===== src/rtl/alu_pkg.sv =====
// Shared types and constants for the nibble-serial 8-bit add/subtract path.
package alu_pkg;

  localparam int NIBBLE_W = 4;
  localparam int WORD_W   = 8;

  localparam logic OP_ADD = 1'b0;
  localparam logic OP_SUB = 1'b1;

  typedef enum logic [2:0] {
    S_IDLE   = 3'd0,
    S_LO_REQ = 3'd1,
    S_LO_GAP = 3'd2,
    S_HI_REQ = 3'd3,
    S_HI_GAP = 3'd4,
    S_FIN    = 3'd5
  } state_t;

endpackage


===== src/rtl/nibble_add_sequencer.sv =====
// Drives a 4-bit adder slice twice (low nibble, then high nibble) to form an
// 8-bit add or subtract, chaining the carry and reporting result and flags.
module nibble_add_sequencer
  import alu_pkg::*;
#(
  parameter int TIMEOUT = 16
) (
  input  logic                clk,
  input  logic                rst,
  input  logic                start,
  input  logic                op_sub,
  input  logic [WORD_W-1:0]   x,
  input  logic [WORD_W-1:0]   y,
  output logic                busy,
  output logic                done,
  output logic                err,
  output logic [WORD_W-1:0]   result,
  output logic                carry,
  output logic                overflow,
  output logic                zero,
  output logic                add_en,
  output logic [NIBBLE_W-1:0] add_a,
  output logic [NIBBLE_W-1:0] add_b,
  output logic                add_cin,
  input  logic [NIBBLE_W-1:0] add_sum,
  input  logic                add_cout,
  input  logic                add_ready,
  output state_t              dbg_state
);

  localparam int CNT_W = $clog2(TIMEOUT + 1);

  // Slice handshake: add_en rises with add_a/add_b/add_cin and all three stay
  // frozen until add_ready is seen while add_en=1 (or the wait times out);
  // add_en then drops for at least one cycle and request lines return to 0.

  state_t              state_q, state_d;
  logic [CNT_W-1:0]    cnt_q, cnt_d;
  logic [NIBBLE_W-1:0] x_hi_q, x_hi_d;
  logic [NIBBLE_W-1:0] y_hi_q, y_hi_d;
  logic [NIBBLE_W-1:0] lo_q, lo_d;
  logic                cin_hi_q, cin_hi_d;
  logic                busy_q, busy_d;
  logic                done_q, done_d;
  logic                err_q, err_d;
  logic [WORD_W-1:0]   result_q, result_d;
  logic                carry_q, carry_d;
  logic                overflow_q, overflow_d;
  logic                zero_q, zero_d;
  logic                add_en_q, add_en_d;
  logic [NIBBLE_W-1:0] add_a_q, add_a_d;
  logic [NIBBLE_W-1:0] add_b_q, add_b_d;
  logic                add_cin_q, add_cin_d;

  always_comb begin
    state_d    = state_q;
    cnt_d      = cnt_q;
    x_hi_d     = x_hi_q;
    y_hi_d     = y_hi_q;
    lo_d       = lo_q;
    cin_hi_d   = cin_hi_q;
    busy_d     = busy_q;
    done_d     = 1'b0;
    err_d      = 1'b0;
    result_d   = result_q;
    carry_d    = carry_q;
    overflow_d = overflow_q;
    zero_d     = zero_q;
    add_en_d   = add_en_q;
    add_a_d    = add_a_q;
    add_b_d    = add_b_q;
    add_cin_d  = add_cin_q;

    case (state_q)
      S_IDLE: begin
        if (start) begin
          // y is stored pre-inverted for subtract so both nibbles reuse it as-is.
          x_hi_d    = x[WORD_W-1:NIBBLE_W];
          y_hi_d    = (op_sub == OP_SUB) ? ~y[WORD_W-1:NIBBLE_W] : y[WORD_W-1:NIBBLE_W];
          cnt_d     = '0;
          busy_d    = 1'b1;
          add_en_d  = 1'b1;
          add_a_d   = x[NIBBLE_W-1:0];
          add_b_d   = (op_sub == OP_SUB) ? ~y[NIBBLE_W-1:0] : y[NIBBLE_W-1:0];
          add_cin_d = op_sub;
          state_d   = S_LO_REQ;
        end
      end
      S_LO_REQ, S_HI_REQ: begin
        if (add_ready) begin
          add_en_d  = 1'b0;
          add_a_d   = '0;
          add_b_d   = '0;
          add_cin_d = 1'b0;
          if (state_q == S_LO_REQ) begin
            lo_d     = add_sum;
            cin_hi_d = add_cout;
            state_d  = S_LO_GAP;
          end else begin
            result_d   = {add_sum, lo_q};
            carry_d    = add_cout;
            overflow_d = (x_hi_q[NIBBLE_W-1] == y_hi_q[NIBBLE_W-1]) &&
                         (add_sum[NIBBLE_W-1] != x_hi_q[NIBBLE_W-1]);
            zero_d     = ({add_sum, lo_q} == '0);
            state_d    = S_HI_GAP;
          end
        end else if (cnt_q == CNT_W'(TIMEOUT - 1)) begin
          add_en_d  = 1'b0;
          add_a_d   = '0;
          add_b_d   = '0;
          add_cin_d = 1'b0;
          busy_d    = 1'b0;
          err_d     = 1'b1;
          state_d   = S_IDLE;
        end else begin
          cnt_d = cnt_q + CNT_W'(1);
        end
      end
      S_LO_GAP: begin
        cnt_d     = '0;
        add_en_d  = 1'b1;
        add_a_d   = x_hi_q;
        add_b_d   = y_hi_q;
        add_cin_d = cin_hi_q;
        state_d   = S_HI_REQ;
      end
      S_HI_GAP: begin
        busy_d  = 1'b0;
        done_d  = 1'b1;
        state_d = S_FIN;
      end
      S_FIN:   state_d = S_IDLE;
      default: state_d = S_IDLE;
    endcase
  end

  always_ff @(posedge clk or posedge rst) begin
    if (rst) begin
      state_q    <= S_IDLE;
      cnt_q      <= '0;
      x_hi_q     <= '0;
      y_hi_q     <= '0;
      lo_q       <= '0;
      cin_hi_q   <= 1'b0;
      busy_q     <= 1'b0;
      done_q     <= 1'b0;
      err_q      <= 1'b0;
      result_q   <= '0;
      carry_q    <= 1'b0;
      overflow_q <= 1'b0;
      zero_q     <= 1'b0;
      add_en_q   <= 1'b0;
      add_a_q    <= '0;
      add_b_q    <= '0;
      add_cin_q  <= 1'b0;
    end else begin
      state_q    <= state_d;
      cnt_q      <= cnt_d;
      x_hi_q     <= x_hi_d;
      y_hi_q     <= y_hi_d;
      lo_q       <= lo_d;
      cin_hi_q   <= cin_hi_d;
      busy_q     <= busy_d;
      done_q     <= done_d;
      err_q      <= err_d;
      result_q   <= result_d;
      carry_q    <= carry_d;
      overflow_q <= overflow_d;
      zero_q     <= zero_d;
      add_en_q   <= add_en_d;
      add_a_q    <= add_a_d;
      add_b_q    <= add_b_d;
      add_cin_q  <= add_cin_d;
    end
  end

  assign busy      = busy_q;
  assign done      = done_q;
  assign err       = err_q;
  assign result    = result_q;
  assign carry     = carry_q;
  assign overflow  = overflow_q;
  assign zero      = zero_q;
  assign add_en    = add_en_q;
  assign add_a     = add_a_q;
  assign add_b     = add_b_q;
  assign add_cin   = add_cin_q;
  assign dbg_state = state_q;

endmodule


===== config.mk =====
export PLATFORM = sky130hd
export DESIGN_NAME = nibble_add_sequencer
export DESIGN_NICKNAME = d
export VERILOG_FILES = /design/src/rtl/alu_pkg.sv /design/src/rtl/nibble_add_sequencer.sv
export SDC_FILE = /design/constraint.sdc
export NUM_CORES = 1
export LEC_CHECK = 0
export CAP_MARGIN = 10
export CORE_MARGIN = 10
export CORE_UTILIZATION = 40
export CTS_BUF_LIST = sky130_fd_sc_hd__clkbuf_16
export DETAILED_ROUTE_END_ITERATION = 16
export GPL_ROUTABILITY_DRIVEN = 1
export HOLD_SLACK_MARGIN = 0.06
export PLACE_DENSITY = 0.7
export SYNTH_ARGS = -nofsm -noshare
export SYNTH_HDL_FRONTEND = slang
export SYNTH_SLANG_ARGS = --single-unit

===== constraint.sdc =====
create_clock -name clk -period 4.5 [get_ports clk]
set_input_delay 0.9 -clock clk [delete_from_list [all_inputs] [get_ports clk]]
set_output_delay 0.9 -clock clk [all_outputs]
set_load 0.01 [all_outputs]

Word level (Yosys, flattened, before mapping) --
Cells that the tools add are included. W data, S select, Z words.
Storage, ports and cells: bits in registers 45, input bits 26, output and inout bits 27, logic and storage cells 75
Operators by class: add/subtract/negate cells 1, eq/ne operators 12, muxes and demuxes 29, bitwise gates (word level) 3, reductions and logical operators 13
Operators by type and width (count):
- $mux W4 | 6
- $pmux W4 S3 | 2
- $mux W5 | 3
- $pmux W5 S3 | 1
- $mux W3 | 4
- $pmux W3 S4 | 1
- $mux W1 | 9
- $pmux W1 S3 | 3
- $reduce_and A3 Y1 | 3
- $logic_not A8 Y1 | 1
- $ne A2 B2 Y1 const B | 4
- $not A4 Y4 | 2
- $reduce_and A4 Y1 | 2
- $eq A3 B2 Y1 const B | 2
- $reduce_bool A3 Y1 | 2
- $add A5 B1 Y5 const B | 1
- $eq A5 B4 Y1 const B | 1
- $reduce_and A2 Y1 | 2
- $eq A3 B1 Y1 const B | 1
- $eq A3 B3 Y1 const B | 1
- $logic_not A3 Y1 | 1
- $ne A3 B3 Y1 const B | 1
- $reduce_or A2 Y1 | 1
- $eq A1 B1 Y1 | 1
- other kinds (3) | 3

Depth between registers and ports, before layout --
depth after elaboration 4, mapped depth 6, depth with buffers taken out 6

Worst setup path after synthesis --
OpenSTA, ideal clock, no wires.
path type input-to-reg, from in add_ready, to reg add_a_q[0], in the netlist add_a[0], setup time 0.125 ns, data arrival time 1.883 ns, required time 4.375 ns, path slack 2.492 ns, stages 4, path buffers 1, cells stage by stage buf_4 > nor2_2 > a211oi_4 > mux2_2
Between the ends: cells in the longest elaborated chain, start to end 2, elaborated cells on any way between the ends 4, those cells by class 1 x eq/ne; 2 x mux; 1 x reduce/logical
RTL lines:
- from (decl) | line nibble_add_sequencer.sv:27 | input logic add_ready,
- $ne A3 B3 Y1 (no line) or $mux W4 (tied branches)
- $reduce_and A3 Y1 (no line) or $pmux W4 S3 (tied branches)
- to (signal assigned) | line nibble_add_sequencer.sv:153 | add_a_q <= '0;
- to (signal assigned) | line nibble_add_sequencer.sv:171 | add_a_q <= add_a_d;
- to (decl) | line nibble_add_sequencer.sv:51 | logic [NIBBLE_W-1:0] add_a_q, add_a_d;
Several ways; a longest one is shown, not always the timed one. A chain may end at the register's enable or synchronous reset.

Worst setup path after layout --
from reg state_q[0], in the netlist dbg_state[0], to out dbg_state[0]
RTL lines:
- from (decl) | line nibble_add_sequencer.sv:37 | state_t state_q, state_d;
- from (signal assigned) | line nibble_add_sequencer.sv:157 | state_q <= state_d;
- to (decl) | line nibble_add_sequencer.sv:28 | output state_t dbg_state
No word-level cell between the ends.

==> impl_results.html <==
<table>
<tr><th>Metric</th><th>Value</th></tr>
<tr><th colspan="2">Hold path</th></tr>
<tr><td>Worst Hold Class</td><td>reg2reg</td></tr>
<tr><th colspan="2">GRT</th></tr>
<tr><td>Global-route wire length before repair</td><td>7.86 mm</td></tr>
<tr><td>Global route overflow</td><td>0</td></tr>
<tr><td>GRT Resource Usage Total</td><td>11.4%</td></tr>
<tr><td>Vias in the first global route</td><td>1593</td></tr>
<tr><td>Largest net degree at the start of global routing</td><td>46</td></tr>
<tr><td>Antenna violations before repair</td><td>0</td></tr>
<tr><th colspan="2">Yosys</th></tr>
<tr><td>Total of flip-flops plus latches after synthesis</td><td>45</td></tr>
<tr><td>Post-synth design cell area</td><td>2120 sq um</td></tr>
<tr><td>Yosys synthesis warning count</td><td>0</td></tr>
<tr><td>Per-instance average area after synthesis</td><td>12.6 sq um</td></tr>
<tr><td>Total nets after synthesis</td><td>197</td></tr>
<tr><td>Most used DFF post-synth</td><td>dfrtp_1</td></tr>
<tr><td>Ys async rst share</td><td>100%</td></tr>
<tr><td>Yosys cell types</td><td>39</td></tr>
<tr><td>Count of flip-flops with a built-in enable after synthesis</td><td>0</td></tr>
<tr><td>Sequential share of the synthesized area</td><td>53.0%</td></tr>
<tr><td>Gate count of the mapped netlist</td><td>169</td></tr>
<tr><th colspan="2">Pwr</th></tr>
<tr><td>Final Total Pwr</td><td>1.83 mW</td></tr>
<tr><td>Total leakage power</td><td>1.19 nW</td></tr>
<tr><td>Peak supply drop</td><td>0.000268 V</td></tr>
<tr><td>Power per unit of standard cell area</td><td>649 nW/um^2</td></tr>
<tr><th colspan="2">Critical path</th></tr>
<tr><td>Max stage delay cell, worst path</td><td>dfrtp_1</td></tr>
<tr><td>Required time at the endpoint of the critical path</td><td>3.60 ns</td></tr>
<tr><td>Worst reg-to-reg path cell count</td><td>6</td></tr>
<tr><td>Critical R2R Capture</td><td>add_cin$_DFFE_PP0P_</td></tr>
<tr><td>Slack of the worst reg-to-reg path</td><td>2.29 ns</td></tr>
<tr><td>Worst Setup Start Kind</td><td>flip-flop</td></tr>
<tr><td>CP peak stage delay</td><td>0.85 ns</td></tr>
<tr><td>Last element of the critical path</td><td>dbg_state[0]</td></tr>
<tr><td>Origin of the critical flop-to-flop path</td><td>cnt_q[0]$_DFFE_PP0P_</td></tr>
<tr><td>Arrival time of data at the critical path endpoint</td><td>1.81 ns</td></tr>
<tr><td>Top cell family by delay on the critical path</td><td>flip-flops</td></tr>
<tr><td>WP depth</td><td>1</td></tr>
<tr><td>Launching instance or port of the critical path</td><td>dbg_state[0]$_DFFE_PP0P_</td></tr>
<tr><td>Crit Path Category</td><td>reg2out</td></tr>
<tr><td>Type of element capturing the critical path</td><td>output port</td></tr>
<tr><td>Buffer and inverter count on the worst path</td><td>1</td></tr>
<tr><td>Crit path cell chain</td><td>clkdlybuf4s50_1</td></tr>
<tr><td>Critical path fanouts, max</td><td>20</td></tr>
<tr><th colspan="2">Cells and area</th></tr>
<tr><td>Total number of nets in the final design</td><td>248</td></tr>
<tr><td>ANT cells</td><td>0</td></tr>
<tr><td>Area Growth Syn to Fin</td><td>32.7%</td></tr>
<tr><td>Post-Layout Inst Area</td><td>2820 sq um</td></tr>
<tr><td>Total of fill cells in the finished design</td><td>482</td></tr>
<tr><td>Share of final-layout standard cells stronger than drive strength 1</td><td>20.5%</td></tr>
<tr><th colspan="2">Routing</th></tr>
<tr><td>DRC marker count from the first detailed-route iteration</td><td>57</td></tr>
<tr><td>Detailed-route DRC error count</td><td>0</td></tr>
<tr><td>Number of vias in the routed layout</td><td>1476</td></tr>
<tr><td>Detail-routed net length per standard cell</td><td>15.9 microns</td></tr>
<tr><td>DRT Pass-1 Iters</td><td>4</td></tr>
<tr><td>Drt via density</td><td>5.09</td></tr>
<tr><td>Count of nets left with antenna violations after detail routing</td><td>0</td></tr>
<tr><td>Total Routed Length</td><td>4.62 mm</td></tr>
<tr><th colspan="2">STA</th></tr>
<tr><td>Transition time of the tightest slew-check pin</td><td>0.792 ns</td></tr>
<tr><td>FMAX</td><td>369 MHz</td></tr>
<tr><td>Setup repair after global routing missed its margin</td><td>no</td></tr>
<tr><td>Number of pins exceeding their max-slew limit in the final report</td><td>0</td></tr>
<tr><td>Share of the clock period used by the worst path after layout</td><td>60.3%</td></tr>
<tr><td>Final sum of negative setup slack</td><td>0 ns</td></tr>
<tr><td>Slew HR</td><td>47.2%</td></tr>
<tr><td>Post-Route Hold Slack</td><td>0.485 ns</td></tr>
<tr><td>Number of setup violations in the final report</td><td>0</td></tr>
<tr><td>Final worst slack</td><td>1.79 ns</td></tr>
<tr><td>Worst setup skew after layout</td><td>0.00578 ns</td></tr>
<tr><td>Final number of hold-violating endpoints</td><td>0</td></tr>
<tr><td>Final min period</td><td>2.71 ns</td></tr>
<tr><th colspan="2">Clock network</th></tr>
<tr><td>Post CTS Setup Buffer Count</td><td>0</td></tr>
<tr><td>Number of buffers on the longest clock path</td><td>2</td></tr>
<tr><td>Number of resized instances in the post-cts repair step</td><td>0</td></tr>
<tr><td>Clock Pin Slew Worst Setup and Hold Paths</td><td>0.06 ns</td></tr>
<tr><td>Total CTS buffers</td><td>5</td></tr>
<tr><td>H-Tree Depth</td><td>2</td></tr>
<tr><td>TritonCTS clock tree</td><td>yes</td></tr>
<tr><td>Clock net sink count</td><td>45</td></tr>
<tr><td>Clk Tree Root Cell</td><td>clkbuf_16</td></tr>
<tr><td>Post-CTS Hold Buffers</td><td>0</td></tr>
<tr><td>Source-to-sink clock delay at the later pin of the worst-skew pair</td><td>0.28 ns</td></tr>
<tr><th colspan="2">Placed design</th></tr>
<tr><td>Worst slack at placement</td><td>1.73 ns</td></tr>
<tr><td>Dpl cell area</td><td>2680 sq um</td></tr>
<tr><td>RD Place Congestion</td><td>0.774</td></tr>
<tr><td>Number of buffers inserted by port buffering</td><td>52</td></tr>
<tr><td>HPWL reported at the end of detailed placement</td><td>3.39 mm</td></tr>
<tr><th colspan="2">Flow run</th></tr>
<tr><td>Max Cap Violations</td><td>0</td></tr>
<tr><th colspan="2">Die</th></tr>
<tr><td>Overall die area</td><td>8630 sq um</td></tr>
<tr><td>Total number of placement rows</td><td>26</td></tr>
<tr><td>Starting density of the core</td><td>41.3%</td></tr>
<tr><td>Core Region</td><td>5140 sq um</td></tr>
<tr><td>Horiz. Die Dim</td><td>92.9 microns</td></tr>
<tr><td>Die Y-Extent</td><td>92.9 microns</td></tr>
<tr><td>Number of primary I/O pins</td><td>53</td></tr>
<tr><th colspan="2">Status</th></tr>
<tr><td>Status</td><td>complete, no violations</td></tr>
</table>
==> power breakdown <==
group,switching [mW],internal (mW),total (mW)
Sequential,0.167,0.576,0.742
Combinational,0.288,0.448,0.736
Clock,0.148,0.203,0.351
Total,0.603,1.23,1.83
==> per-stage QoR <==
step / util [%] / instances
finish: 54.8 / 290
global placement: 52.1 / 283
floorplan: - / 169
global route: 54.8 / 290
detailed placement: 52.1 / 283
CTS: 54.8 / 290
==> registers in the layout (all words and copies together) (netlist names), 3 cells and up <==
name and count:
lo_q 4, cnt_q 5, x_hi_q 4, add_b 4, result 8, dbg_state 3
y_hi_q 4, add_a 4
==> cell usage after synthesis (all sizes together), types with 2 or more instances <==
cell type / count / area share, %
a21oi: 7 / 1.6
a22o: 13 / 5.4
buf: 8 / 2.8
dfrtp: 45 / 53
ha: 2 / 1.2
inv: 3 / 0.53
mux2: 28 / 15
nand2: 6 / 1.1
nand2b: 2 / 0.59
nor2: 11 / 2.1
nor3: 2 / 0.71
nor3b: 2 / 0.94
nor4: 3 / 0.88
o211ai: 2 / 0.71
o21ai: 10 / 2.4
or2: 2 / 0.59
or4: 2 / 0.71
xnor2: 4 / 1.6
xor2: 4 / 1.6
==> per-layer routing <==
| layer | global-route usage, % | vias to the layer above | part of all wire [%] |
|---|---|---|---|
| met2 | 18.3 | 27 | 50 |
| met4 | 3.86 | 0 | 1.1 |
| met5 | 0 | - | 0 |
| li1 | - | 722 | - |
| met3 | 5.08 | 4 | 6.7 |
| met1 | 13.4 | 723 | 42 |
==> final cells by class <==
type | count | area [sq um] | area share, %
repair buffers | 53 | 528 | 18.7
clock buffers | 5 | 125 | 4.44
multi-input cells | 112 | 925 | 32.8
inverters | 3 | 11.3 | 0.399
clock inverters | 2 | 16.3 | 0.577
flip-flops and latches | 45 | 1130 | 39.9
well taps | 70 | 87.6 | 3.11
==> how the worst min path moves through the flow <==
stage,from,to,cells after the start
2_1_floorplan,cnt_q[4]$_DFFE_PP0P_,cnt_q[4]$_DFFE_PP0P_,1
3_3_place_gp,zero$_DFFE_PP0P_,zero$_DFFE_PP0P_,2
3_5_place_dp,zero$_DFFE_PP0P_,zero$_DFFE_PP0P_,2
4_1_cts,zero$_DFFE_PP0P_,zero$_DFFE_PP0P_,2
5_1_grt,result[2]$_DFFE_PP0P_,result[2]$_DFFE_PP0P_,1
6_report,zero$_DFFE_PP0P_,zero$_DFFE_PP0P_,2
==> cells by family after synthesis <==
kind of cell	Yosys count	synth area share (%)
adders and majority gates	2	1.18
AOI/OAI and AO/OA	36	12.2
xor gates and xnor gates	8	3.30
DFF	45	53.0
buffers and inverters	12	3.47
and+or+nand+nor	38	12.0
muxes	28	14.8
==> tightest hold or removal path, stage by stage, from the launching register on <==
cell     delay (ns)
dfrtp_1        0.34
nand2_1        0.05
o21ai_0        0.06
==> cells in the final DEF (no fill, tap or decap), drive strengths merged, types with 2 or more instances in the layout <==
master         count
ha                 2
o211ai             2
xnor2              4
clkdlybuf4s50     52
or2                2
mux2              28
nor4               3
clkinv             2
nor2              11
inv                2
o21ai             10
clkbuf             5
nor3b              2
nand2b             2
nor3               2
xor2               4
dfrtp             45
a22o              13
or4                2
nand2              6
a21oi              7
Note: power is estimated with default switching activity, not from simulation.
